**src/rtl/stack_sequencer.sv**
```systemverilog
// stack_sequencer: pushes/pops a masked set of registers to/from a full-descending memory stack
// by driving register_file controls and a req/ack memory port. Define STACK_SEQ_TIMEOUT_EN for the ack watchdog.

package reg_pkg;
  typedef enum logic [3:0] {
    R0, R1, R2, R3, R4, R5, R6, R7,
    R8, R9, R10, R11, R12, SP, LR, PC
  } reg_e;
endpackage

module stack_sequencer
  import reg_pkg::*;
#(
  parameter int NUM_REGS       = 16,
  parameter int TIMEOUT_CYCLES = 255
) (
  input  logic                clk,
  input  logic                rst,
  input  logic                start,
  input  logic                pop,
  input  logic [NUM_REGS-1:0] reg_mask,
  output logic                busy,
  output logic                done,
  output logic                err,
  output logic                mem_req,
  output logic                mem_we,
  input  logic                mem_ack,
  output logic                oe_a,
  output logic                oe_b,
  output logic                ld,
  output reg_e                sel_a,
  output reg_e                sel_b,
  output reg_e                sel_in,
  output logic                pre_dec_sp,
  output logic                post_inc_sp
);

  localparam int SEL_W = $bits(reg_e);
  // A non-positive limit leaves the watchdog permanently disarmed.
  localparam bit WDOG_ON = (TIMEOUT_CYCLES > 0);

  typedef enum logic [2:0] {
    S_IDLE, S_SCAN, S_DEC, S_WRITE, S_READ, S_INC, S_DONE, S_ABORT
  } state_e;

  state_e              state, state_nx;
  logic                pop_q;
  logic [NUM_REGS-1:0] mask_q;
  logic [NUM_REGS-1:0] mask_start;
  logic [NUM_REGS-1:0] pick_bit;
  reg_e                cur;
  reg_e                pick;
  logic                timeout;

  function automatic reg_e highest_set(input logic [NUM_REGS-1:0] m);
    reg_e r;
    r = R0;
    for (int i = 0; i < NUM_REGS; i++)
      if (m[i]) r = reg_e'(SEL_W'(i));
    return r;
  endfunction

  function automatic reg_e lowest_set(input logic [NUM_REGS-1:0] m);
    reg_e r;
    r = R0;
    for (int i = NUM_REGS - 1; i >= 0; i--)
      if (m[i]) r = reg_e'(SEL_W'(i));
    return r;
  endfunction

  // SP is never transferred: its bit is dropped as the mask is captured.
  always_comb begin
    mask_start     = reg_mask;
    mask_start[SP] = 1'b0;
  end

  // Push walks high->low and pop walks low->high so a matching pop undoes a push.
  assign pick = pop_q ? lowest_set(mask_q) : highest_set(mask_q);

  always_comb begin
    pick_bit       = '0;
    pick_bit[pick] = 1'b1;
  end

  // NOTE: sequential state uses non-blocking assignments so every flop samples pre-edge values.
  always_ff @(posedge clk) begin
    if (rst) begin
      state  <= S_IDLE;
      pop_q  <= 1'b0;
      mask_q <= '0;
      cur    <= R0;
    end else begin
      state <= state_nx;
      case (state)
        S_IDLE: begin
          if (start) begin
            pop_q  <= pop;
            mask_q <= mask_start;
          end
        end
        S_SCAN: begin
          if (|mask_q) begin
            cur    <= pick;
            mask_q <= mask_q & ~pick_bit;
          end
        end
        default: ;
      endcase
    end
  end

`ifdef STACK_SEQ_TIMEOUT_EN
  localparam int CNT_W = ($clog2(TIMEOUT_CYCLES + 1) > 8) ? $clog2(TIMEOUT_CYCLES + 1) : 8;

  logic [CNT_W-1:0] wait_cnt;

  // Held at zero outside the access states, so it starts clean on every WRITE/READ entry.
  always_ff @(posedge clk) begin
    if (rst)
      wait_cnt <= '0;
    else if (state != S_WRITE && state != S_READ)
      wait_cnt <= '0;
    else if (!mem_ack)
      wait_cnt <= wait_cnt + CNT_W'(1);
  end

  assign timeout = !mem_ack && (wait_cnt == CNT_W'(TIMEOUT_CYCLES - 1));
  assign err     = (state == S_ABORT);
`else
  assign timeout = 1'b0;
  assign err     = 1'b0;
`endif

  always_comb begin
    // NOTE: every signal assigned here gets a default first, so no path can infer a latch.
    state_nx    = state;
    busy        = 1'b0;
    done        = 1'b0;
    mem_req     = 1'b0;
    mem_we      = 1'b0;
    oe_a        = 1'b0;
    oe_b        = 1'b0;
    ld          = 1'b0;
    sel_a       = R0;
    sel_b       = R0;
    sel_in      = R0;
    pre_dec_sp  = 1'b0;
    post_inc_sp = 1'b0;

    case (state)
      S_IDLE: begin
        if (start) state_nx = S_SCAN;
      end
      S_SCAN: begin
        busy = 1'b1;
        if (!(|mask_q))  state_nx = S_DONE;
        else if (pop_q)  state_nx = S_READ;
        else             state_nx = S_DEC;
      end
      S_DEC: begin
        busy       = 1'b1;
        pre_dec_sp = 1'b1;
        sel_in     = SP;
        state_nx   = S_WRITE;
      end
      S_WRITE: begin
        busy    = 1'b1;
        oe_a    = 1'b1;
        sel_a   = SP;
        oe_b    = 1'b1;
        sel_b   = cur;
        mem_req = 1'b1;
        mem_we  = 1'b1;
        if (mem_ack)                   state_nx = S_SCAN;
        else if (WDOG_ON && timeout)   state_nx = S_ABORT;
      end
      S_READ: begin
        busy    = 1'b1;
        oe_a    = 1'b1;
        sel_a   = SP;
        mem_req = 1'b1;
        // Read data sits on the register_file input only during the ack cycle, so ld follows ack directly.
        if (mem_ack) begin
          ld       = 1'b1;
          sel_in   = cur;
          state_nx = S_INC;
        end else if (WDOG_ON && timeout) begin
          state_nx = S_ABORT;
        end
      end
      S_INC: begin
        busy        = 1'b1;
        post_inc_sp = 1'b1;
        sel_in      = SP;
        state_nx    = S_SCAN;
      end
      S_DONE: begin
        busy     = 1'b1;
        done     = 1'b1;
        state_nx = S_IDLE;
      end
      S_ABORT: begin
        busy     = 1'b1;
        state_nx = S_IDLE;
      end
      default: state_nx = S_IDLE;
    endcase
  end

endmodule

```
**config.mk**
```make
export PLATFORM = sky130hd
export DESIGN_NAME = stack_sequencer
export DESIGN_NICKNAME = d
export VERILOG_FILES = /design/src/rtl/stack_sequencer.sv
export SDC_FILE = /design/constraint.sdc
export NUM_CORES = 1
export LEC_CHECK = 0
export BUFFER_PORTS_ARGS = -buffer_cell sky130_fd_sc_hd__buf_2
export CORE_UTILIZATION = 25
export CTS_BUF_LIST = sky130_fd_sc_hd__clkbuf_16
export CTS_CLUSTER_SIZE = 16
export DETAILED_ROUTE_END_ITERATION = 6
export HOLD_SLACK_MARGIN = 0.12
export PLACE_DENSITY_LB_ADDON = 0.12
export SYNTH_ARGS = -nofsm -noshare
export SYNTH_HDL_FRONTEND = slang
export SYNTH_SLANG_ARGS = --single-unit
```
**constraint.sdc**
```tcl
create_clock -name clk -period 2.58 [get_ports clk]
set_clock_uncertainty 0.15 [all_clocks]
set_input_delay 0.258 -clock clk [delete_from_list [all_inputs] [get_ports clk]]
set_output_delay 0.258 -clock clk [all_outputs]
set_load 0.02 [all_outputs]
```
==> results of run 1 <==
-- metal layers --
layer	track usage	share of wire	vias to the layer above
met5	0	0	-
met4	0.05303	0.022	0
met3	0.02117	0.062	9
met2	0.2727	0.45	73
met1	0.2318	0.47	925
li1	-	-	1007
-- final cells by class --
cell class                 instances  share of cell area
tap                               96             0.05093
inverter                          10             0.01592
timing repair buffer              82              0.2292
clock buffer                       3             0.03183
multi-input combinational        186              0.4684
sequential                        24              0.2037
-- cell usage after synthesis (all sizes together) (2+ instances only) --
library cell	number
nand2	31
a32oi	6
nor3	7
a311oi	2
nand3	14
nor2b	5
clkbuf	15
mux2i	2
a22oi	2
nor4	5
inv	10
dfxtp	24
and3	6
or4	4
a21oi	11
nor3b	3
nor2	26
a211oi	4
buf	11
o211ai	3
o21bai	2
a31o	7
nand2b	3
a221oi	2
a32o	3
o21ai	19
a222oi	2
and2	3
-- flip-flops by register name (all words and copies together), names as in the netlist --
register and flops:
cur 4, pop_q 1, mask_q 16, state 3
-- critical path, stage by stage, from the launching register on --
cell and delay, ns:
sky130_fd_sc_hd__dfxtp_1 0.31, sky130_fd_sc_hd__or4_1 0.61, sky130_fd_sc_hd__o41a_4 0.55, sky130_fd_sc_hd__a21oi_4 0.23, sky130_fd_sc_hd__or2_2 0.22, sky130_fd_sc_hd__a32o_1 0.18
sky130_fd_sc_hd__a31o_1 0.09
-- power groups by stage --
stage	registers [mW]	clock network, mW	logic [mW]
6_report	0.516	0.340	1.51
5_1_grt	0.530	0.379	1.66
3_3_place_gp	0.527	0	1.51
2_1_floorplan	0.521	0	0.903
3_5_place_dp	0.525	0	1.49
4_1_cts	0.517	0.355	1.51
-- worst max path at each step --
stage | cells after the start | slack [ns] | end | from
after floorplan | 7 | 0.28 | mask_q[12]$_SDFFE_PP0P_ | mask_q[4]$_SDFFE_PP0P_
after global placement | 6 | 0.15 | mask_q[1]$_SDFFE_PP0P_ | mask_q[1]$_SDFFE_PP0P_
after detailed placement | 6 | 0.18 | mask_q[1]$_SDFFE_PP0P_ | mask_q[1]$_SDFFE_PP0P_
after CTS | 6 | 0.16 | mask_q[1]$_SDFFE_PP0P_ | mask_q[1]$_SDFFE_PP0P_
after global routing | 7 | 0.06 | mask_q[13]$_SDFFE_PP0P_ | mask_q[14]$_SDFFE_PP0P_
final | 6 | 0.18 | mask_q[1]$_SDFFE_PP0P_ | mask_q[0]$_SDFFE_PP0P_
-- timing repair --
| action | in CTS | in global routing |
|---|---|---|
| endpoints found under the setup margin | 0 | 0 |
| hold buffers | 9 | 0 |
| endpoints found under the hold margin | 9 | 0 |
-- logic make-up (layout without fill, tap and decap cells) --
kind of cell / count (synthesis) / after routing / synth area share
buffers and inverters: 36 / 95 / 0.09843
AND/OR/NAND/NOR: 110 / 110 / 0.3081
AO/OA/AOI/OAI: 72 / 72 / 0.3060
multiplexers: 2 / 2 / 0.01141
other: 1 / 2 / 0.002138
flip-flops: 24 / 24 / 0.2739
==> impl_results.md, run 1 <==
* Run status: finished clean
* Dominant synthesized flop cell: sky130_fd_sc_hd__dfxtp_1
* Switching share of power at 0.4547
* Number of synthesized flops with an enable pin at 0
* R2R Setup Slk at 0.18 ns
* Launch point of the worst hold path: reg_mask[5]
* Pre-CTS setup slack at 0.1834 ns
* Fraction of registers with async set or reset after synthesis at 0
* Sequential standard cell area at ~480 µm²
* Cell Area, Placed at roughly 0.0022 mm²
* Number of buffers between clock root and the deepest sink at 2
* Worst hold slack across all endpoints at 0.1435 ns
* Worst hold path type: in2reg
* Upper clock frequency limit at 417.3 MHz
* Residual DRC at 0
* Aggregate routed wire length at 5882 µm
* N_diodes at 0
* Routed len/inst at 14.67 µm
* Y dimension of the die at between 80 and 90 µm
* Vias at 2014
* Area share of the largest cell type after synthesis at 0.2739
* R2R depth at 6
* Largest net degree at the start of global routing at 17
* Worst Path Max Fanout at 6
* Most common library cell in the layout ignoring fill and taps: sky130_fd_sc_hd__buf_2
* CTS tree: done
* Clock network fraction of total power at 0.143
* DP Wirelength at 4467 µm
* Count of antenna-violating nets left after detailed routing at 0
* Clk sinks at 24
* Wire length of the first global-routing pass at 9722 µm
* Proportion of power drawn by flip-flops and latches at 0.218
* Initial cell density of the core at 0.2582
* Die area at between 0.007 and 0.008 mm²
* Summed area of non-filler cells in the final layout at 0.002359 mm²
* Internal Pwr Total at 1.292 mW
* Worst slew margin relative to its limit at 0.5420
* Horiz. Die Dim at 85.77 µm
* Net switching power at 1.078 mW
* Setup TNS at 0 ns
* Post_cts resized at 0
* Final Non-Filler Cells at 401
* Combinational share of power at 0.639
* Gate count after technology mapping at 245
* Netlist area before placement at between 0.0015 and 0.002 mm²
* Violation count after the first detailed-routing iteration at 125
* Setup CP Type: reg2reg
* Placeable core area at 0.006794 mm²
* Area leader, netlist: sky130_fd_sc_hd__dfxtp_1
* Multi-input combinational cell area at 0.001105 mm²
* Site Rows at 30
* Worst R2R End: mask_q[1]$_SDFFE_PP0P_
* Layout area overhead at 34.45%
* Max-Cap Viols at 0
* Clk Tree Root Cell: sky130_fd_sc_hd__clkbuf_16
* RePlAce Congestion at 0.8372
* Clock insertion delay at the later pin of the skew report at approximately 0.26 ns
* Number of antenna violations at the first check in global routing at 0
* Number of optimization iterations in the first detailed-route pass at 4
* Post-synthesis area per instance at between 7 and 8 µm²
* Ratio of total power to cell area at 1005 mW/mm²
* Placed cell count at a little under 400
* Number of top-level design ports at 43
* Hold Path Sink: mask_q[5]$_SDFFE_PP0P_
* Setup Buffers After CTS at 0
* Number of cells on the worst hold path at 4
* Port-buffer cells at 39
* Filler Cells Inserted at 756
* Post-route worst setup slack at 0.1837 ns
* Cell variety after synth at between 40 and 50
* Share of final-layout standard cells stronger than drive strength 1 at 0.2721
* Vias in the first global route at 1929
* Data required time of the critical path at between 2 and 3 ns
* Reg-to-reg critical path startpoint: mask_q[0]$_SDFFE_PP0P_
* Utilization after layout at 0.3471
* Final-report setup violation count at 0
* Number of storage elements in the synthesis netlist at 24
* Setup crit start kind: flip-flop
* Ranking of synthesized cells by area: sky130_fd_sc_hd__dfxtp_1 (27%), sky130_fd_sc_hd__nand2_1 (6.6%), sky130_fd_sc_hd__nor2_1 (5.6%)
* Number of pins exceeding their max-slew limit in the final report at 0
* Fin. Hold Viols at 0
* Nature of the critical path endpoint: flip-flop
* Level count of the clock H-tree at 1
* Number of nets in the layout at 328
* Leak Pwr at 1.031 nW
* Power after layout at 2.370 mW
* Sequential share of the synthesized area at 0.2739
* Maximum VDD drop at just over 0.3 mV
* Total global routing track utilization at 0.1682
* Drt via density at 5.022
* Remaining Overflow, GRT at 0
* Shortest clock period the worst path allows after layout at 2.396 ns
* Data arrival at the endpoint of the critical path at between 2 and 2.5 ns
* Worst-margin pin slew at 0.6799 ns
* Clock buffer count from CTS at 3
* Unrepaired setup endpoints after global routing: false
* CTS clock-pin slew for the worst setup and hold paths at 0.07 ns
* Post-route clock period utilization at 0.9288
* Commonest non-fill, non-tap cells in the layout: sky130_fd_sc_hd__buf_2 (39), sky130_fd_sc_hd__buf_4 (34), sky130_fd_sc_hd__nand2_1 (31), sky130_fd_sc_hd__nor2_1 (26), sky130_fd_sc_hd__dfxtp_1 (24)
* Yosys warning total at 0
No activity file was read; power rests on OpenSTA's default activity.
==> run 2: changes to the inputs <==
--- a/config.mk
+++ b/config.mk
@@ -5,7 +5,7 @@
 export SDC_FILE = /design/constraint.sdc
 export NUM_CORES = 1
 export LEC_CHECK = 0
-export BUFFER_PORTS_ARGS = -buffer_cell sky130_fd_sc_hd__buf_2
+export BUFFER_PORTS_ARGS = -buffer_cell sky130_fd_sc_hd__clkbuf_2
 export CORE_UTILIZATION = 25
 export CTS_BUF_LIST = sky130_fd_sc_hd__clkbuf_16
 export CTS_CLUSTER_SIZE = 16
==> impl_results.md, run 2 (synthesized netlist as in run 1, its figures left out) <==
* Power after layout at 2.361 mW (was 2.370 mW)
* Upper clock frequency limit at 422.8 MHz (was 417.3 MHz)
* Number of antenna violations at the first check in global routing at 0 (unchanged)
* Setup CP Type: reg2reg (unchanged)
* Layout area overhead at 34.24% (was 34.45%)
* Data arrival at the endpoint of the critical path at 2.36 ns (was 2.45 ns)
* Utilization after layout at 0.3466 (was 0.3471)
* Fin. Hold Viols at 0 (unchanged)
* Max-Cap Viols at 0 (unchanged)
* Vias in the first global route at 1973 (was 1929)
* Cell breakdown of the critical path: nor3_1 -> a22oi_1 -> nor2_1 -> a311oi_1 -> nand2_1 -> o311a_1 (was or4_1 -> o41a_4 -> a21oi_4 -> or2_2 -> a32o_1 -> a31o_1)
* Number of hold-repair buffers added at the cts stage at 9 (unchanged)
* CTS clock-pin slew for the worst setup and hold paths at 0.06 ns (was 0.07 ns)
* Share of final-layout standard cells stronger than drive strength 1 at 0.2689 (was 0.2721)
* Number of optimization iterations in the first detailed-route pass at 4 (unchanged)
* Setup Buffers After CTS at 0 (unchanged)
* Remaining Overflow, GRT at 0 (unchanged)
* Maximum VDD drop at 0.3033 mV (was 0.3029 mV)
* Placeable core area at 0.006794 mm² (unchanged)
* Site Rows at 30 (unchanged)
* Routed len/inst at 14.50 µm (was 14.67 µm)
* Most common library cell in the layout ignoring fill and taps: sky130_fd_sc_hd__clkbuf_2 (was sky130_fd_sc_hd__buf_2)
* Max reg flops at 16 (unchanged)
* Unrepaired setup endpoints after global routing: false (unchanged)
* Leak Pwr at 1.016 nW (was 1.031 nW)
* Ratio of total power to cell area at 1003 mW/mm² (was 1005 mW/mm²)
* Vias at 1997 (was 2014)
* N_diodes at 0 (unchanged)
* Critical path's largest stage delay at 0.51 ns (was 0.61 ns)
* Count of antenna-violating nets left after detailed routing at 0 (unchanged)
* CTS tree: done (unchanged)
* RePlAce Congestion at 0.8643 (was 0.8372)
* Clock insertion delay at the later pin of the skew report at 0.26 ns (about the same)
* Violation count after the first detailed-routing iteration at 126 (was 125)
* Data required time of the critical path at 2.57 ns (was 2.63 ns)
* Worst Path Max Fanout at 9 (was 6)
* Drt via density at 4.980 (was 5.022)
* Clk sinks at 24 (unchanged)
* DP Wirelength at 4470 µm (was 4467 µm)
* Nature of the critical path endpoint: flip-flop (unchanged)
* Number of nets in the layout at 327 (was 328)
* Number of pins exceeding their max-slew limit in the final report at 0 (unchanged)
* Initial cell density of the core at 0.2582 (unchanged)
* Post-route clock period utilization at 0.9168 (was 0.9288)
* Setup crit start kind: flip-flop (unchanged)
* Clk Tree Root Cell: sky130_fd_sc_hd__clkbuf_16 (unchanged)
* Clock buffer count from CTS at 3 (unchanged)
* Commonest non-fill, non-tap cells in the layout: sky130_fd_sc_hd__clkbuf_2 (39), sky130_fd_sc_hd__buf_4 (33), sky130_fd_sc_hd__nand2_1 (31), sky130_fd_sc_hd__nor2_1 (26), sky130_fd_sc_hd__dfxtp_1 (24) (was sky130_fd_sc_hd__buf_2 (39), sky130_fd_sc_hd__buf_4 (34), sky130_fd_sc_hd__nand2_1 (31), sky130_fd_sc_hd__nor2_1 (26), sky130_fd_sc_hd__dfxtp_1 (24))
* Largest net degree at the start of global routing at 16 (was 17)
* Horiz. Die Dim at 85.77 µm (unchanged)
* Number of top-level design ports at 43 (unchanged)
* Total global routing track utilization at 0.1686 (was 0.1682)
* Setup TNS at 0 ns (unchanged)
* Largest register by flop count: mask_q (unchanged)
* Top flop regs: mask_q (16), cur (4), state (3) (unchanged)
* Die area at 0.007356 mm² (unchanged)
* Aggregate routed wire length at 5816 µm (was 5882 µm)
* Worst slew margin relative to its limit at 0.4885 (was 0.5420)
* Post_cts resized at 0 (unchanged)
* Number of buffers between clock root and the deepest sink at 2 (unchanged)
* Worst hold path type: in2reg (unchanged)
* Shortest clock period the worst path allows after layout at 2.365 ns (was 2.396 ns)
* Port-buffer cells at 39 (unchanged)
* Level count of the clock H-tree at 1 (unchanged)
* Final-report setup violation count at 0 (unchanged)
* Worst-margin pin slew at 0.7644 ns (was 0.6799 ns)
* Run status: finished clean (unchanged)
* Y dimension of the die at 85.77 µm (unchanged)
* Slowest stage cell, crit path: sky130_fd_sc_hd__dfxtp_1 (was sky130_fd_sc_hd__or4_1)
* Wire length of the first global-routing pass at 9777 µm (was 9722 µm)
* Residual DRC at 0 (unchanged)
==> run 2: worst paths after layout <==
| check | startpoint | cells past startpoint | end | slack (ns) |
|---|---|---|---|---|
| worst max register to register | pop_q$_SDFFE_PP0P_ | 6 | mask_q[13]$_SDFFE_PP0P_ | 0.21 |
| worst min register to register | cur[3]$_SDFFE_PP0P_ | 2 | cur[3]$_SDFFE_PP0P_ | 0.36 |
| worst max-delay path | pop_q$_SDFFE_PP0P_ | 6 | mask_q[13]$_SDFFE_PP0P_ | 0.21 |
| worst min-delay path | reg_mask[8] | 4 | mask_q[8]$_SDFFE_PP0P_ | 0.13 |
==> run 2: per-layer routing <==
| layer | track usage | wire length, µm |
|---|---|---|
| met4 | 0.05152 | 58 |
| met1 | 0.2285 | 2899 |
| met5 | 0 | 0 |
| met3 | 0.02310 | 186 |
| met2 | 0.2778 | 2671 |
==> run 2: final cells by class <==
type	instances	area (µm²)
Fill cell	764	4439
Multi-Input combinational cell	186	1105
Timing Repair Buffer	81	533.0
Sequential cell	24	480.5
Tap cell	96	120.1
Clock buffer	3	75.07
Inverter	10	37.54
Clock inverter	1	3.754
==> run 2: report_power, final <==
part | switching [mW] | internal (mW) | leakage (nW)
clock network | 0.137 | 0.207 | 0.0385
registers | 0.0570 | 0.458 | 0.197
logic | 0.883 | 0.618 | 0.781
==> run 2: stage by stage <==
stage	instance area [µm²]	setup slack, ns	hold slack [ns]	instances
2_1_floorplan	1758	0.2839	0.2272	246
3_3_place_gp	2186	0.1531	0.3269	388
3_5_place_dp	2186	0.2210	0.3244	388
4_1_cts	2355	0.1993	0.1312	401
5_1_grt	2355	0.01756	0.1461	401
6_report	2355	0.2146	0.1342	401
==> run 2: worst max-delay path: cells and delay by family (launching register included) <==
family	cells	cell delay, ns
flip-flops	1	0.51
AND/OR/NAND/NOR	3	0.50
AO/OA/AOI/OAI	3	1.09
